<file path="config.mk">
export PLATFORM = sky130hd
export DESIGN_NAME = noc_local_injector
export DESIGN_NICKNAME = d
export VERILOG_FILES = /design/src/rtl/noc_local_injector.sv
export SDC_FILE = /design/constraint.sdc
export NUM_CORES = 1
export LEC_CHECK = 0
export ABC_AREA = 0
export CAP_MARGIN = 20
export CELL_PAD_IN_SITES_DETAIL_PLACEMENT = 0
export CELL_PAD_IN_SITES_GLOBAL_PLACEMENT = 1
export CORE_MARGIN = 2
export CORE_UTILIZATION = 31
export DETAILED_ROUTE_END_ITERATION = 6
export HOLD_SLACK_MARGIN = 0.12
export PLACE_DENSITY = 0.9
export RECOVER_POWER = 100
export SLEW_MARGIN = 5
export SYNTH_ARGS = -nofsm -noshare
export SYNTH_HDL_FRONTEND = slang
export SYNTH_SLANG_ARGS = --single-unit
</file>
<file path="constraint.sdc">
create_clock -name noc_clk -period 2.57 [get_ports noc_clk]
set_input_delay 0.514 -clock noc_clk [delete_from_list [all_inputs] [get_ports noc_clk]]
set_output_delay 0.514 -clock noc_clk [all_outputs]
set_load 0.01 [all_outputs]
</file>
<file path="src/rtl/noc_local_injector.sv">
// Local-port packetizer: turns a (dst, len) command plus a payload word stream into
// head/body/tail flits, injected on one round-robin-selected VC locked for the whole packet.
module noc_local_injector #(
  parameter int CHANNELS   = 2,
  parameter int ID_X_W     = 4,
  parameter int ID_Y_W     = 4,
  parameter int LEN_W      = 8,
  parameter int FLIT_WIDTH = 34
) (
  input  logic                  noc_clk,
  input  logic                  noc_rst_n,
  input  logic [ID_X_W-1:0]     id_x,
  input  logic [ID_Y_W-1:0]     id_y,
  input  logic                  cmd_valid,
  output logic                  cmd_ready,
  input  logic [ID_X_W-1:0]     cmd_dst_x,
  input  logic [ID_Y_W-1:0]     cmd_dst_y,
  input  logic [LEN_W-1:0]      cmd_len,
  input  logic                  data_valid,
  output logic                  data_ready,
  input  logic [31:0]           data,
  output logic [CHANNELS-1:0]   tx_valid,
  output logic [FLIT_WIDTH-1:0] tx_flit,
  input  logic [CHANNELS-1:0]   tx_ready,
  input  logic [CHANNELS-1:0]   tx_vc_ready,
  output logic                  busy,
  output logic [15:0]           pkt_sent
);

  localparam int VC_W  = (CHANNELS > 1) ? $clog2(CHANNELS) : 1;
  localparam int PL_W  = FLIT_WIDTH - 2;
  localparam int HDR_W = 2*ID_X_W + 2*ID_Y_W + LEN_W;
  localparam int PAD_W = PL_W - HDR_W;

  typedef enum logic {IDLE, BODY} state_t;

  state_t                state, state_nxt;
  logic                  out_valid;
  logic [VC_W-1:0]       out_vc;
  logic [VC_W-1:0]       rr_ptr, rr_nxt;
  logic [LEN_W-1:0]      rem, rem_nxt;
  logic                  fire, load_ok, load;
  logic [VC_W-1:0]       load_vc;
  logic [FLIT_WIDTH-1:0] load_flit;
  logic [PL_W-1:0]       head_pl;
  logic                  found;
  int unsigned           sel_i;
  logic [VC_W-1:0]       sel_vc;

  // Round-robin scan: first VC free to start a packet at or after rr_ptr.
  always_comb begin
    int unsigned base;
    int unsigned idx;
    found = 1'b0;
    sel_i = 0;
    base  = 32'(rr_ptr);
    for (int unsigned i = 0; i < CHANNELS; i++) begin
      idx = (base + i) % CHANNELS;
      if (!found && tx_vc_ready[VC_W'(idx)]) begin
        found = 1'b1;
        sel_i = idx;
      end
    end
    sel_vc = VC_W'(sel_i);
  end

  assign fire     = out_valid & tx_ready[out_vc];
  assign load_ok  = !out_valid | fire;
  assign tx_valid = (noc_rst_n && out_valid) ? (CHANNELS'(1) << out_vc) : '0;
  assign busy     = noc_rst_n & ((state == BODY) | out_valid);
  assign head_pl  = PL_W'({cmd_dst_x, cmd_dst_y, id_x, id_y, cmd_len}) << PAD_W;

  always_comb begin
    state_nxt  = state;
    rem_nxt    = rem;
    rr_nxt     = rr_ptr;
    load       = 1'b0;
    load_vc    = out_vc;
    load_flit  = tx_flit;
    cmd_ready  = 1'b0;
    data_ready = 1'b0;
    case (state)
      IDLE: begin
        cmd_ready = noc_rst_n & load_ok & found;
        if (cmd_valid && cmd_ready) begin
          load      = 1'b1;
          load_vc   = sel_vc;
          rr_nxt    = VC_W'((sel_i + 1) % CHANNELS);
          load_flit = {(cmd_len == '0) ? 2'b11 : 2'b01, head_pl};
          rem_nxt   = cmd_len;
          if (cmd_len != '0) state_nxt = BODY;
        end
      end
      BODY: begin
        data_ready = noc_rst_n & load_ok;
        if (data_valid && data_ready) begin
          // Type and exit decision both use rem before the decrement.
          load      = 1'b1;
          load_flit = {(rem == LEN_W'(1)) ? 2'b10 : 2'b00, PL_W'(data)};
          rem_nxt   = rem - LEN_W'(1);
          if (rem == LEN_W'(1)) state_nxt = IDLE;
        end
      end
      default: state_nxt = IDLE;
    endcase
  end

  always_ff @(posedge noc_clk) begin
    if (!noc_rst_n) begin
      state     <= IDLE;
      out_valid <= 1'b0;
      out_vc    <= '0;
      tx_flit   <= '0;
      rr_ptr    <= '0;
      rem       <= '0;
      pkt_sent  <= '0;
    end else begin
      state  <= state_nxt;
      rem    <= rem_nxt;
      rr_ptr <= rr_nxt;
      // Outgoing flit is counted on fire even when a new one replaces it this cycle.
      if (fire && tx_flit[FLIT_WIDTH-1]) pkt_sent <= pkt_sent + 16'd1;
      if (load) begin
        out_valid <= 1'b1;
        out_vc    <= load_vc;
        tx_flit   <= load_flit;
      end else if (fire) begin
        out_valid <= 1'b0;
      end
    end
  end

endmodule

</file>
==> results.py, run 1 <==
metrics = {
    "synthesis": {
        "syn_area_um2": 3000,
        "postSynthAreaPerCell_um2": 8.72,
        "seq_area_frac_synth_pct": 41.4,
        "synthCells": 344,
        "yosys_warnings": 0,
        "ys_async_sr_fraction_pct": 0,
        "ys_seq_elements": 62,
        "synth-edff-count": 0,
        "ys_types": 41,
        "synthFlopType": "dfxtp_1",
        "synth_nets": 411,
    },
    "die": {
        "die_h_um": 102,
        "start_util_pct": 32.2,
        "core_area_um2": 9330,
        "row_count": 35,
        "die_area_um2": 10500,
        "io_pins": 119,
        "fp.dieW_um": 102,
    },
    "sta": {
        "period_share_pct": 97.1,
        "slew_headroom_pct": 32.8,
        "setup_ws_ns": 0.0745,
        "finalHoldViolations": 0,
        "finalSetupTns_ns": 0,
        "fin_crit_ns": 2.50,
        "finalSetupViolCount": 0,
        "slew_viol_final": 0,
        "fmax_mhz": 401,
        "clock_skew_ns": 0.0157,
        "rsz0062_at_grt": "false",
        "worst_pin_slew_ns": 1.01,
    },
    "critical_path": {
        "crit_buf_inv": 2,
        "critPathTopFamily": "buffers and inverters",
        "path_class": "in -> out",
        "required_ns": 2.06,
        "crit_fanout": 3,
        "cp_slowest_cell": "clkdlybuf4s50_1",
        "cpMostUsedCell": "clkdlybuf4s50_1",
        "crit_path_cell_trace": "clkdlybuf4s50_1, mux2i_1, a21oi_4, and2_1, clkdlybuf4s50_1",
        "cp-start-kind": "input port",
        "cp_slowest_stage_delay_ns": 0.54,
        "worstPathArrival_ns": 1.98,
        "cp-end-kind": "output pin",
    },
    "power": {
        "power_density_nw_per_um2": 553,
        "leakagePower_uw": 0.00171,
        "max-vdd-ir-drop_uv": 228,
    },
    "cts": {
        "cts_hold_buf": 0,
        "cts_tree": "yes",
        "cts_resized": 0,
        "cts_post_setup_buffers_inserted": 0,
        "clockBufferDepth": 2,
        "cts-buffers-inserted": 9,
        "htree_levels": 3,
        "clock-sinks": 62,
        "cts_root_buf": "clkbuf_8",
        "path_clk_slew_ns": 0.07,
        "insertion_delay_ns": 0.33,
    },
    "global_routing": {
        "grt_use_total_pct": 17.4,
        "overflow": 0,
        "grt_pass1_vias": 3000,
        "antenna_found_initial": 0,
        "grt_max_degree": 51,
        "grt_pass1_wl_mm": 14.4,
    },
    "min_path": {
        "hold_class": "reg -> reg",
    },
    "placement": {
        "place_area_um2": 4350,
        "dp_hpwl_mm": 6.54,
        "dp_cells": 574,
        "place_ws_ns": 0.0773,
        "routabilityCongestion": 0.842,
        "io_buffer_count": 118,
    },
    "detailed_routing": {
        "drt_iter0_drc": 134,
        "postRouteAntennaNets": 0,
        "post_drt_wl_per_cell_um": 15.2,
        "first_pass_iters": 5,
        "avgViaCountPerCell": 5.37,
        "wl_mm": 8.96,
        "vias": 3155,
        "drc_errors": 0,
    },
    "outcome": {
        "status": "finished, final reports clean",
    },
    "layout": {
        "seq_area_um2": 1240,
        "syn2layout_area_growth_pct": 50.5,
        "num-fill-cells": 917,
        "final_common_cell": "clkdlybuf4s50_1",
        "multiInputGateArea_um2": 1610,
        "drive_gt1_share_pct": 5.66,
        "utilization_pct": 48.4,
        "design_area_um2": 4520,
        "final_cell_mix": "clkdlybuf4s50_1, dfxtp_1, dlygate4sd3_1",
        "instances_no_fill": 588,
        "antennaDiodeCount": 0,
        "num-nets-final": 523,
    },
    "run": {
        "drv_cap": 0,
    },
}
## where the power goes
group          internal [uW]  total [uW]  switching (uW)
logic                    290         572             282
clock network            492         842             350
registers               1030        1080            59.3
## sequential cells by signal, indices dropped and copies added, names as in the netlist
register	cells
tx_flit	34
pkt_sent	16
rem	8
out_valid	1
out_vc	1
rr_ptr	1
state	1
## final cells by class
class,instances,share of cell area [%]
Sequential cell,62,27.5
Clock buffer,13,3.52
Timing Repair Buffer,130,27.9
Multi-Input combinational cell,238,35.6
Inverter,15,1.25
Clock inverter,1,0.665
Tap cell,129,3.57
## per-layer routing
| metal | track usage (%) | vias to the layer above | wire length, um | part of all wire (%) |
|---|---|---|---|---|
| met2 | 26.6 | 153 | 4050 | 45 |
| met1 | 22.8 | 1461 | 4020 | 45 |
| met4 | 6.15 | 0 | 120 | 1.3 |
| met3 | 6.09 | 15 | 774 | 8.6 |
| met5 | 0 | - | 0 | 0 |
| li1 | - | 1526 | - | - |
## final timing paths
kind                                   from           to  slack, ns  depth (start not counted)
worst max-delay path            tx_ready[1]   data_ready       0.07                          5
worst min-delay path                 rr_ptr       rr_ptr       0.46                          2
worst max register to register        state  tx_flit[25]       0.31                          5
worst min register to register       rr_ptr       rr_ptr       0.46                          2
## through the flow
step / power (uW) / hold slack (ns)
2_1_floorplan: 1400 / 0.432
3_3_place_gp: 1690 / 0.450
6_report: 2500 / 0.460
4_1_cts: 2550 / 0.465
3_5_place_dp: 1700 / 0.455
5_1_grt: 2630 / 0.498
## cell usage after synthesis, types with 9 or more instances
| cell type | count | area share, % |
|---|---|---|
| o21ai_0 | 12 | 2.0 |
| o31ai_1 | 9 | 2.3 |
| clkbuf_1 | 27 | 3.4 |
| a21oi_1 | 43 | 7.2 |
| nand2_1 | 17 | 2.1 |
| nand4_1 | 14 | 2.9 |
| mux2i_1 | 28 | 9.3 |
| nor2_1 | 14 | 1.8 |
| inv_1 | 14 | 1.8 |
| nand3_1 | 12 | 2.0 |
| dfxtp_1 | 62 | 41 |
| a211oi_1 | 24 | 6.0 |
## worst reg2reg max path: cells and delay by family, from the launching register on
kind | cells | cell delay, ns
buf+inv | 2 | 0.91
flops | 1 | 0.59
compound gates | 2 | 0.47
simple gates | 1 | 0.13
## cells by family (layout without fill, tap and decap cells)
group | count (synthesis) | count (layout) | share of synthesized area [%]
AOI/OAI and AO/OA | 114 | 114 | 24.9
xor gates and xnor gates | 7 | 7 | 2.04
adders and majority gates | 3 | 3 | 1.25
buffers and inverters | 44 | 159 | 5.50
DFF | 62 | 62 | 41.4
muxes | 29 | 29 | 9.72
and+or+nand+nor | 85 | 85 | 15.3
No activity file was read; power rests on OpenSTA's default activity.
==> inputs of run 2 (changes only) <==
CORE_MARGIN = 10   (was 2)
clock period = 2.55 ns   (was 2.57 ns; I/O delays follow)
==> results.py, run 2 (synthesized netlist as in run 1, its figures left out) <==
metrics = {
    "layout": {
        "largest_register_ffs": 34,
        "reg_top3": "tx_flit (34), pkt_sent (16), rem (8)",
        "top_register": "tx_flit",
        "num-nets-final": 526,
        "num-fill-cells": 936,
        "final_cell_mix": "clkdlybuf4s50_1, dfxtp_1, dlygate4sd3_1",
        "antennaDiodeCount": 0,
        "syn2layout_area_growth_pct": 51.3,
        "utilization_pct": 48.7,
        "final_common_cell": "clkdlybuf4s50_1",
        "drive_gt1_share_pct": 6.26,
    },
    "critical_path": {
        "crit_fanout": 2,
        "cp-end-kind": "output pin",
        "cp-start-kind": "input port",
        "required_ns": 2.04,
        "worstPathArrival_ns": 1.97,
        "path_class": "in -> out",
    },
    "die": {
        "start_util_pct": 32.2,
        "die_h_um": 118,
        "fp.dieW_um": 118,
        "core_area_um2": 9330,
        "die_area_um2": 14000,
        "row_count": 35,
        "io_pins": 119,
    },
    "detailed_routing": {
        "drt_iter0_drc": 172,
        "wl_mm": 10.1,
        "drc_errors": 0,
        "avgViaCountPerCell": 5.31,
        "postRouteAntennaNets": 0,
        "first_pass_iters": 4,
        "vias": 3146,
        "post_drt_wl_per_cell_um": 17.1,
    },
    "outcome": {
        "status": "finished, final reports clean",
    },
    "global_routing": {
        "grt_max_degree": 40,
        "overflow": 0,
        "grt_use_total_pct": 14.0,
        "antenna_found_initial": 0,
        "grt_pass1_vias": 3179,
        "grt_pass1_wl_mm": 16.3,
    },
    "cts": {
        "cts-buffers-inserted": 9,
        "insertion_delay_ns": 0.33,
        "clockBufferDepth": 2,
        "clock-sinks": 62,
        "htree_levels": 3,
        "cts_tree": "yes",
        "path_clk_slew_ns": 0.07,
        "cts_root_buf": "clkbuf_8",
    },
    "sta": {
        "finalSetupViolCount": 0,
        "finalHoldViolations": 0,
        "fin_crit_ns": 2.48,
        "slew_headroom_pct": 16.2,
        "rsz0062_at_grt": "false",
        "fmax_mhz": 403,
        "fin_worst_hold_slack_ns": 0.468,
        "clock_skew_ns": 0.00738,
        "worst_pin_slew_ns": 1.26,
        "slew_viol_final": 0,
        "period_share_pct": 97.4,
    },
    "run": {
        "drv_cap": 0,
    },
    "power": {
        "power_uw": 2470,
        "power_density_nw_per_um2": 544,
        "max-vdd-ir-drop_uv": 288,
        "leakagePower_uw": 0.00172,
    },
    "placement": {
        "dp_hpwl_mm": 7.69,
        "io_buffer_count": 118,
        "routabilityCongestion": 0.814,
    },
    "min_path": {
        "hold_class": "reg -> reg",
    },
}
## run 2: cell types whose count changed in the layout (fill, tap and decap cells not counted), moves of 2 or more
cell	change
clkinv_2	+3
dlygate4sd3_1	-3
buf_12	+2
clkdlybuf4s50_1	+2
## run 2: cell type report
type	instances	area, um2	area share [%]
multi-input cells	238	1610	35.4
repair buffers	133	1300	28.6
flip-flops and latches	62	1240	27.4
well taps	129	161	3.56
clock buffers	11	151	3.34
inverters	15	56.3	1.24
clock inverters	4	22.5	0.496
## run 2: worst paths after layout
kind / from / depth (start not counted) / to / slack (ns)
hold / removal: pkt_sent[15] / 2 / pkt_sent[15] / 0.47
setup / recovery: tx_ready[0] / 5 / cmd_ready / 0.07
setup reg to reg: out_vc / 6 / tx_flit[29] / 0.42
hold reg to reg: pkt_sent[15] / 2 / pkt_sent[15] / 0.47
## run 2: timing repair
| action | 4_1_cts | 5_1_grt |
|---|---|---|
| hold buffers | 0 | 0 |
| endpoints found under the setup margin | 2 | 1 |
| gates resized for setup | 1 | 1 |
| setup buffers | 0 | 1 |
| pin swaps | 1 | 1 |
## run 2: power breakdown
part / switching (uW) / internal, uW / leakage [uW]
registers: 49.9 / 1030 / 0.000506
logic: 305 / 305 / 0.00112
clock network: 384 / 395 / 0.0000910
## run 2: per-stage QoR
step	instance area, um2	setup TNS (ns)	worst slack (ns)	cells
global placement	4380	-0.0381	-0.0217	576
finish	4540	0	0.0672	592
CTS	4550	0	0.00983	591
floorplan	3000	0	0.450	344
global route	4540	0	0.0149	592
detailed placement	4380	-0.0214	-0.0130	576
## run 2: critical path, cell delays in order
cell,delay [ns]
clkdlybuf4s50_1,0.49
mux2i_2,0.11
a21oi_4,0.16
and2_1,0.15
clkdlybuf4s50_1,0.54
## run 2: layer usage
metal	wire length, um	global-route usage [%]
met1	4530	16.4
met2	4430	21.6
met3	1060	7.09
met4	130	4.81
met5	0	0
